==> src/rtl/inst_fetch_ctrl_pkg.sv <==
// Shared fetch definitions: control state encoding, instruction size
// and default widths, for the fetch unit and the core control unit.
package inst_fetch_ctrl_pkg;

    typedef enum logic [1:0] {
        IDLE  = 2'd0,
        RUN   = 2'd1,
        HALT  = 2'd2,
        FAULT = 2'd3
    } ifetch_state_e;

    localparam int INST_BYTES     = 4;
    localparam int IFETCH_ADDR_W  = 12;
    localparam int IFETCH_INST_W  = 32;

endpackage

==> src/rtl/inst_fetch_ctrl_fetch_queue.sv <==
// fetch_queue: synchronous FIFO with flush and head/count outputs.
// Ports: clk, rst_n, push_i, pop_i, flush_i, din_i, head_o, count_o.
module fetch_queue #(
    parameter int W     = 44,
    parameter int DEPTH = 2
) (
    input  logic                       clk,
    input  logic                       rst_n,
    input  logic                       push_i,
    input  logic                       pop_i,
    input  logic                       flush_i,
    input  logic [W-1:0]               din_i,
    output logic [W-1:0]               head_o,
    output logic [$clog2(DEPTH):0]     count_o
);

    localparam int PW = $clog2(DEPTH);
    localparam logic [PW:0]   FULL = (PW+1)'(DEPTH);
    localparam logic [PW-1:0] P1   = PW'(1);

    logic [W-1:0]  mem_q [DEPTH];
    logic [PW-1:0] rd_q, wr_q;
    logic [PW:0]   cnt_q;
    logic          do_pop, do_push;

    // Pop on empty is dropped; a push into a full queue needs a pop
    // in the same cycle to make room.
    assign do_pop  = pop_i && (cnt_q != '0);
    assign do_push = push_i && ((cnt_q != FULL) || do_pop);

    always_ff @(posedge clk or negedge rst_n) begin
        if (!rst_n) begin
            for (int i = 0; i < DEPTH; i++) mem_q[i] <= '0;
            rd_q  <= '0;
            wr_q  <= '0;
            cnt_q <= '0;
        end else if (flush_i) begin
            rd_q  <= '0;
            wr_q  <= '0;
            cnt_q <= '0;
        end else begin
            if (do_push) begin
                mem_q[wr_q] <= din_i;
                wr_q        <= wr_q + P1;
            end
            if (do_pop) rd_q <= rd_q + P1;
            cnt_q <= cnt_q + (PW+1)'(do_push) - (PW+1)'(do_pop);
        end
    end

    assign head_o  = mem_q[rd_q];
    assign count_o = cnt_q;

endmodule

==> src/rtl/inst_fetch_ctrl.sv <==
// Instruction fetch controller: owns the PC, drives the instruction
// memory address and queues {Inst, pc} for decode (valid/ready).
// Ports: start/halt_req/branch_* control in, readAddr/Inst memory side,
// inst_valid/inst_ready/inst_out/inst_pc decode side, busy/fault status.
// Optional macro IFETCH_ALIGN_CHECK_EN: misaligned redirect -> FAULT.
module inst_fetch_ctrl
    import inst_fetch_ctrl_pkg::*;
#(
    parameter int              ADDR_W   = IFETCH_ADDR_W,
    parameter int              INST_W   = IFETCH_INST_W,
    parameter int              QDEPTH   = 2,
    parameter logic [ADDR_W-1:0] RESET_PC = '0
) (
    input  logic              clk,
    input  logic              rst_n,
    input  logic              start,
    input  logic              halt_req,
    input  logic              branch_valid,
    input  logic [ADDR_W-1:0] branch_target,
    output logic [ADDR_W-1:0] readAddr,
    input  logic [INST_W-1:0] Inst,
    output logic              inst_valid,
    input  logic              inst_ready,
    output logic [INST_W-1:0] inst_out,
    output logic [ADDR_W-1:0] inst_pc,
    output logic              busy,
    output logic              fault
);

    localparam int CW = $clog2(QDEPTH) + 1;
    localparam logic [CW-1:0] QFULL = CW'(QDEPTH);

    localparam logic [1:0] S_IDLE  = IDLE;
    localparam logic [1:0] S_RUN   = RUN;
    localparam logic [1:0] S_HALT  = HALT;
`ifdef IFETCH_ALIGN_CHECK_EN
    localparam logic [1:0] S_FAULT = FAULT;
`endif

    logic [1:0]               state_q, state_d;
    logic [ADDR_W-1:0]        pc_q, pc_d;
    logic [CW-1:0]            count;
    logic [INST_W+ADDR_W-1:0] head;
    logic                     pop, push, misalign;

`ifdef IFETCH_ALIGN_CHECK_EN
    assign misalign = branch_valid && (branch_target[1:0] != 2'b00);
    assign fault    = (state_q == S_FAULT);
`else
    assign misalign = 1'b0;
    assign fault    = 1'b0;
`endif

    assign inst_valid = (count != '0);
    assign pop        = inst_valid && inst_ready;
    assign push       = (state_q == S_RUN) && !branch_valid && !halt_req
                        && ((count != QFULL) || pop);

    always_comb begin
        state_d = state_q;
        pc_d    = pc_q;
        if (branch_valid) begin
            // Redirect wins in any state and never changes the state,
            // except that a misaligned target traps.
            if (misalign) state_d = 2'(FAULT);
            else          pc_d    = branch_target;
        end else begin
            if (push) pc_d = pc_q + ADDR_W'(INST_BYTES);
            unique case (state_q)
                S_IDLE, S_HALT: if (start && !halt_req) state_d = S_RUN;
                S_RUN:          if (halt_req) state_d = S_HALT;
                default:        ;
            endcase
        end
    end

    always_ff @(posedge clk or negedge rst_n) begin
        if (!rst_n) begin
            state_q <= S_IDLE;
            pc_q    <= RESET_PC;
        end else begin
            state_q <= state_d;
            pc_q    <= pc_d;
        end
    end

    fetch_queue #(
        .W     (INST_W + ADDR_W),
        .DEPTH (QDEPTH)
    ) u_queue (
        .clk     (clk),
        .rst_n   (rst_n),
        .push_i  (push),
        .pop_i   (pop),
        .flush_i (branch_valid),
        .din_i   ({Inst, pc_q}),
        .head_o  (head),
        .count_o (count)
    );

    assign readAddr = pc_q;
    assign inst_out = head[INST_W+ADDR_W-1:ADDR_W];
    assign inst_pc  = head[ADDR_W-1:0];
    assign busy     = (state_q == S_RUN);

endmodule

==> config.mk <==
export PLATFORM = sky130hd
export DESIGN_NAME = inst_fetch_ctrl
export DESIGN_NICKNAME = d
export VERILOG_FILES = /design/src/rtl/inst_fetch_ctrl_pkg.sv /design/src/rtl/inst_fetch_ctrl_fetch_queue.sv /design/src/rtl/inst_fetch_ctrl.sv
export SDC_FILE = /design/constraint.sdc
export NUM_CORES = 1
export LEC_CHECK = 0
export CORE_MARGIN = 1.5
export CORE_UTILIZATION = 50
export DETAILED_ROUTE_END_ITERATION = 8
export GPL_TIMING_DRIVEN = 0
export PLACE_DENSITY = 0.8
export SLEW_MARGIN = 30
export SYNTH_ARGS = -nofsm -noshare
export SYNTH_HDL_FRONTEND = slang
export SYNTH_SLANG_ARGS = --single-unit
==> constraint.sdc <==
create_clock -name clk -period 2.3 [get_ports clk]
set_input_delay 0.575 -clock clk [delete_from_list [all_inputs] [get_ports clk]]
set_output_delay 0.575 -clock clk [all_outputs]
set_load 0.05 [all_outputs]
* Word-level counts from Yosys, hierarchy flattened
Cells that the tools add are included.
Widths: inputs -> output; s select.
** Cells by class
- Add/subtract/negate cells :: 5
- $lt $le $gt $ge :: 3
- Equality and inequality tests :: 5
- Multiplexer cells :: 16
- Bitwise gates (word level) :: 3
- Reductions and logical operators :: 21
** Operators with widths (number)
- $mux 44 :: 4
- $bwmux 88 :: 1
- $demux 44 s1 :: 1
- $mux 12 :: 2
- $add 12x3->12 const B :: 1
- $reduce_bool 2->1 :: 5
- $logic_and 1x1->1 :: 8
- $mux 2 :: 3
- $ne 2x2->1 const B :: 3
- $ge 2x2->1 const B :: 2
- $mux 1 :: 4
- $not 1->2 :: 2
- $pmux 2 s2 :: 1
- $reduce_and 4->1 :: 1
- $add 1x1->1 const B :: 2
- $add 2x1->2 :: 1
- $eq 2x1->1 const B :: 1
- $eq 2x2->1 const B :: 1
- $logic_not 1->1 :: 2
- $logic_not 2->1 :: 1
- $logic_or 1x1->1 :: 2
- $lt 2x1->1 const B :: 1
- $reduce_and 2->1 :: 1
- $reduce_or 2->1 :: 1
- other kinds (2) :: 2
** Storage, ports and cells
- Flip-flop bits (word level) :: 106
- Input bits :: 50
- Logic and storage cells :: 60

* Depth between registers and ports, before layout
- Depth in word-level cells :: 8
- Depth in mapped cells :: 7

* Hierarchy
A second synthesis with hierarchy kept.
** Second synthesis, totals
- Cells, all modules :: 336
- Area total of the unflattened synthesis :: 4983.5 um^2
** By module, submodules not included
- fetch_queue :: instances 1, cells an instance 256, area an instance 4201.5 um^2
- inst_fetch_ctrl :: instances 1, cells an instance 80, area an instance 782.0 um^2

* Worst setup path before layout
Ideal clock, no wire load.
- Path kind :: input -> register
- Start :: input port halt_req
- End :: register u_queue.mem_q[69] (netlist name)
- Setup time :: 125 ps
- Arrival :: 2137 ps
- Data required time :: 2175 ps
- Path slack :: 38 ps
- Cell stages on the path :: 6
- Buffers on the path :: 2
- Path through :: or3b_1 > or2_1 > buf_6 > nor3_4 > buf_6 > mux2_4
** On the way
- Cells in the longest elaborated chain, start to end :: 5
** RTL lines
- start: declaration :: line inst_fetch_ctrl.sv:17 : input logic halt_req,
- $logic_not 1->1 :: line inst_fetch_ctrl.sv:56 : assign push = (state_q == S_RUN) && !branch_valid && !halt_req
- $logic_and 1x1->1 :: line inst_fetch_ctrl.sv:56
- $logic_and 1x1->1 :: line inst_fetch_ctrl.sv:57 : && ((count != QFULL) || pop);
- $logic_and 1x1->1 :: line inst_fetch_ctrl_fetch_queue.sv:29 : assign do_push = push_i && ((cnt_q != FULL) || do_pop);
- $reduce_and 2->1 (no source line)
- end signal: indexed assignment :: line inst_fetch_ctrl_fetch_queue.sv:43 : mem_q[wr_q] <= din_i;
- end: declaration :: line inst_fetch_ctrl_fetch_queue.sv:21 : logic [W-1:0] mem_q [DEPTH];
Every way passes these cells.
A chain may end at the register's enable or synchronous reset.

* Worst setup path after layout
- Start :: register u_queue.rd_q
- End :: output port inst_pc[2]
** On the way
- Cells in the longest elaborated chain, start to end :: 4
** RTL lines
- start: declaration :: line inst_fetch_ctrl_fetch_queue.sv:22 : logic [PW-1:0] rd_q, wr_q;
- start signal: assignment :: line inst_fetch_ctrl_fetch_queue.sv:46 : if (do_pop) rd_q <= rd_q + P1;
- $not 1->2 (implied by the code) :: line inst_fetch_ctrl_fetch_queue.sv:51 : assign head_o = mem_q[rd_q];
- $mux 44 (implied by the code) (3 in a row) :: line inst_fetch_ctrl_fetch_queue.sv:51
- end: declaration :: line inst_fetch_ctrl.sv:25 : output logic [ADDR_W-1:0] inst_pc,
Every way passes these cells. The select of a mux whose other input is x is not followed.

==> results by group <==
Route
  • DR vias/cell: 5.21
  • Drt initial violations: 65
  • DRC errors left: 0
  • Routed via count: 3085
  • Post-Route WL: 10000 um
  • Final ANT Viol Nets: 0
  • Wirelength per Cell: 16.9 um
  • Pre-antenna DRT Iters: 4

Flow run
  • Max_cap viols: 0

Synth
  • Synth cell types: 34
  • Synth top area share: 55.2%
  • Register area share after synthesis: 55.2%
  • Dominant synthesized flop cell: dfrtp_1
  • Commonest cells in the synthesized netlist: 126 x mux2_2, 106 x dfrtp_1, 11 x nand2_1
  • Post-synth EDFFs: 0
  • Ys Warns: 0
  • Mapped Nets: 385
  • Synth top area cells: dfrtp_1 55%, mux2_2 30%, mux2_4 3.1%
  • Post-synthesis cell count: 332
  • Synth Register Bits: 106
  • Synthesized area: 4800 sq um
  • Post-Syn Area per Cell: 14.5 sq um
  • Fraction of registers with async set/reset: 100%
  • Count leader, synth: mux2_2
  • Cell taking the most area after synthesis: dfrtp_1

Finish
  • Layout filler cell count: 692
  • FF/Latch Area: 2650 sq um
  • Fin area: 6370 sq um
  • Final core utilization: 68.7%
  • Antenna cells: 0
  • Final Non-Filler Cells: 592
  • # nets final: 511
  • Multi-input logic area: 2030 sq um
  • Layout cells sized above 1: 47.5%
  • Area Growth Syn to Fin: 32.7%

Global routing
  • First-pass GRT wire length: 16300 um
  • Maximum number of pins on one net before global-route repair: 57
  • Initial antenna violation count: 0
  • Global route overflow: 0
  • Vias in the first global route: 3300
  • Total track usage: 20.8%

Clock tree
  • CTS Buf Count: 9
  • CTS sink cnt: 106
  • Worst-path clk slew: 0.10 ns
  • CTS root buf: clkbuf_8
  • CTS HTree Levels: 3
  • CTS tree: built
  • CTS Hold Bufs: 0
  • Worst skew pair latency: 0.36 ns
  • Clock tree buffer depth: 2

Setup path
  • Crit path largest cell delay: 0.49 ns
  • Crit start category: flop
  • Arr. time, crit path: 1.81 ns
  • Reg-to-reg critical path startpoint: state_q[0]$_DFFE_PN0P_
  • Critical path endpoint category: output pin
  • Slowest library cell on the worst path: dfrtp_2
  • Worst EP required: 1.73 ns
  • WS Path Type: reg2out
  • Max FO, Critical Path: 10
  • RR Endpoint: u_queue.mem_q[70]$_DFFE_PN0P_
  • Reg2Reg Depth: 7
  • Critical path cell sequence: buf_4 > mux2_2 > clkdlybuf4s15_2
  • Worst R2R Setup Slack: 0.18 ns

Power and ir drop
  • Leakage: 2.87 nW
  • Power Density: 1490 nW/um^2
  • Pwr Total: 9.47 mW
  • VDD IR max: 0.693 mV

Placement
  • # port buffers: 107
  • Dpl cells: 569
  • DP Area: 6070 sq um
  • Post-DP HPWL: 6940 um
  • Routability cong.: 0.787
  • Pre-CTS worst setup slack: -0.723 ns

Die
  • Die area: 10200 sq um
  • Row cnt: 35
  • Die Y: 101 um
  • Die X: 101 um
  • Initial Util: 51.8%
  • IO Pins: 109
  • Core Area: 9280 sq um

STA
  • Final setup vio count: 31
  • Tmin final: 2.39 ns
  • Final Worst Setup Slack: -0.0877 ns
  • Fin Clk Skew: 0.0117 ns
  • Slew Viols, Final: 0
  • Fin. Hold Viols: 0
  • Unrepaired setup endpoints after global routing: true
  • Max frequency: 419 MHz
  • Max_slew headroom: 64.8%
  • Slew @ Worst Pin: 0.526 ns
  • Fin crit share: 104%

Status
  • Failing checks: negative setup slack
  • Outcome: finished with violations

Min path
  • Hold Crit Class: in2async
==> cells by family (layout without fill, tap and decap cells) <==
| group | Yosys count | in the layout | share of synthesized area (%) |
|---|---|---|---|
| other cells | 1 | 1 | 0.0781 |
| fa+ha+maj | 3 | 3 | 0.781 |
| simple gates | 37 | 37 | 4.40 |
| xor+xnor | 13 | 13 | 2.37 |
| compound gates | 11 | 11 | 1.15 |
| flops | 106 | 106 | 55.2 |
| buf+inv | 22 | 153 | 2.68 |
| mux | 139 | 139 | 33.3 |
==> per-stage QoR <==
| step | TNS, ns | hold slack (ns) |
|---|---|---|
| floorplan | 0 | 0.279 |
| global placement | -420.21 | 0.465 |
| detailed placement | -77.39 | 0.487 |
| CTS | -4.84 | 0.148 |
| global route | -3.96 | 0.159 |
| finish | -1.55 | 0.134 |
==> routing by layer <==
metal  vias to the layer above  part of all wire (%)  global-route usage, %
met5                         -                     0                      0
met4                         0                   1.1                   6.52
met3                        10                   4.7                   3.95
met2                        99                    48                   34.8
met1                      1553                    46                   27.5
li1                       1423                     -                      -
==> state kept, by name (all words and copies together), names as in the netlist <==
name             count
readAddr            12
state_q              2
u_queue.count_o      2
u_queue.mem_q       88
u_queue.rd_q         1
u_queue.wr_q         1
==> area by class of cell <==
cell class | count | share of cell area, %
Clock inverter | 5 | 1.35
Sequential cell | 106 | 41.6
Multi-Input combinational cell | 204 | 31.9
Timing Repair Buffer | 116 | 17.9
Tap cell | 129 | 2.53
Inverter | 4 | 0.236
Buffer | 17 | 2.22
Clock buffer | 11 | 2.22
==> worst max-delay path: cells and delay by family (launching register included) <==
| kind | cells | cell delay, ns |
|---|---|---|
| mux | 1 | 0.38 |
| buf+inv | 2 | 0.59 |
| flops | 1 | 0.49 |
==> cell usage in the layout (no fill, tap or decap), types with 4 or more instances in the layout <==
cell / instances
mux2_2: 126
o21ai_0: 7
xor2_1: 7
dfrtp_1: 105
clkbuf_1: 4
mux2_4: 10
clkdlybuf4s15_2: 28
nand2_1: 10
buf_6: 5
dlygate4sd2_1: 11
clkbuf_2: 10
clkbuf_8: 10
buf_4: 13
xnor2_1: 6
nor2_1: 5
nor4_1: 5
clkdlybuf4s50_1: 53
==> where the power goes <==
group	leakage, nW	total [mW]	internal [mW]	switching [mW]
clock	0.114	1.28	0.652	0.630
combinational	1.44	5.10	2.06	3.04
sequential	1.32	3.09	2.63	0.457
total	2.87	9.47	5.35	4.13
==> worst max path at each step <==
stage	start	endpoint
floorplan	halt_req	u_queue.mem_q[69]$_DFFE_PN0P_
global placement	rst_n	u_queue.mem_q[50]$_DFFE_PN0P_
detailed placement	halt_req	u_queue.mem_q[87]$_DFFE_PN0P_
CTS	u_queue.rd_q$_DFFE_PN0P_	inst_pc[0]
global route	u_queue.rd_q$_DFFE_PN0P_	inst_pc[2]
finish	u_queue.rd_q$_DFFE_PN0P_	inst_pc[2]
==> timing repair <==
item,CTS,global route
endpoints found under the setup margin,133,69
pin swaps,1,2
gates cloned,0,0
resized for setup,121,31
buffers inserted,4,4
Note: power is estimated with default switching activity, not from simulation.
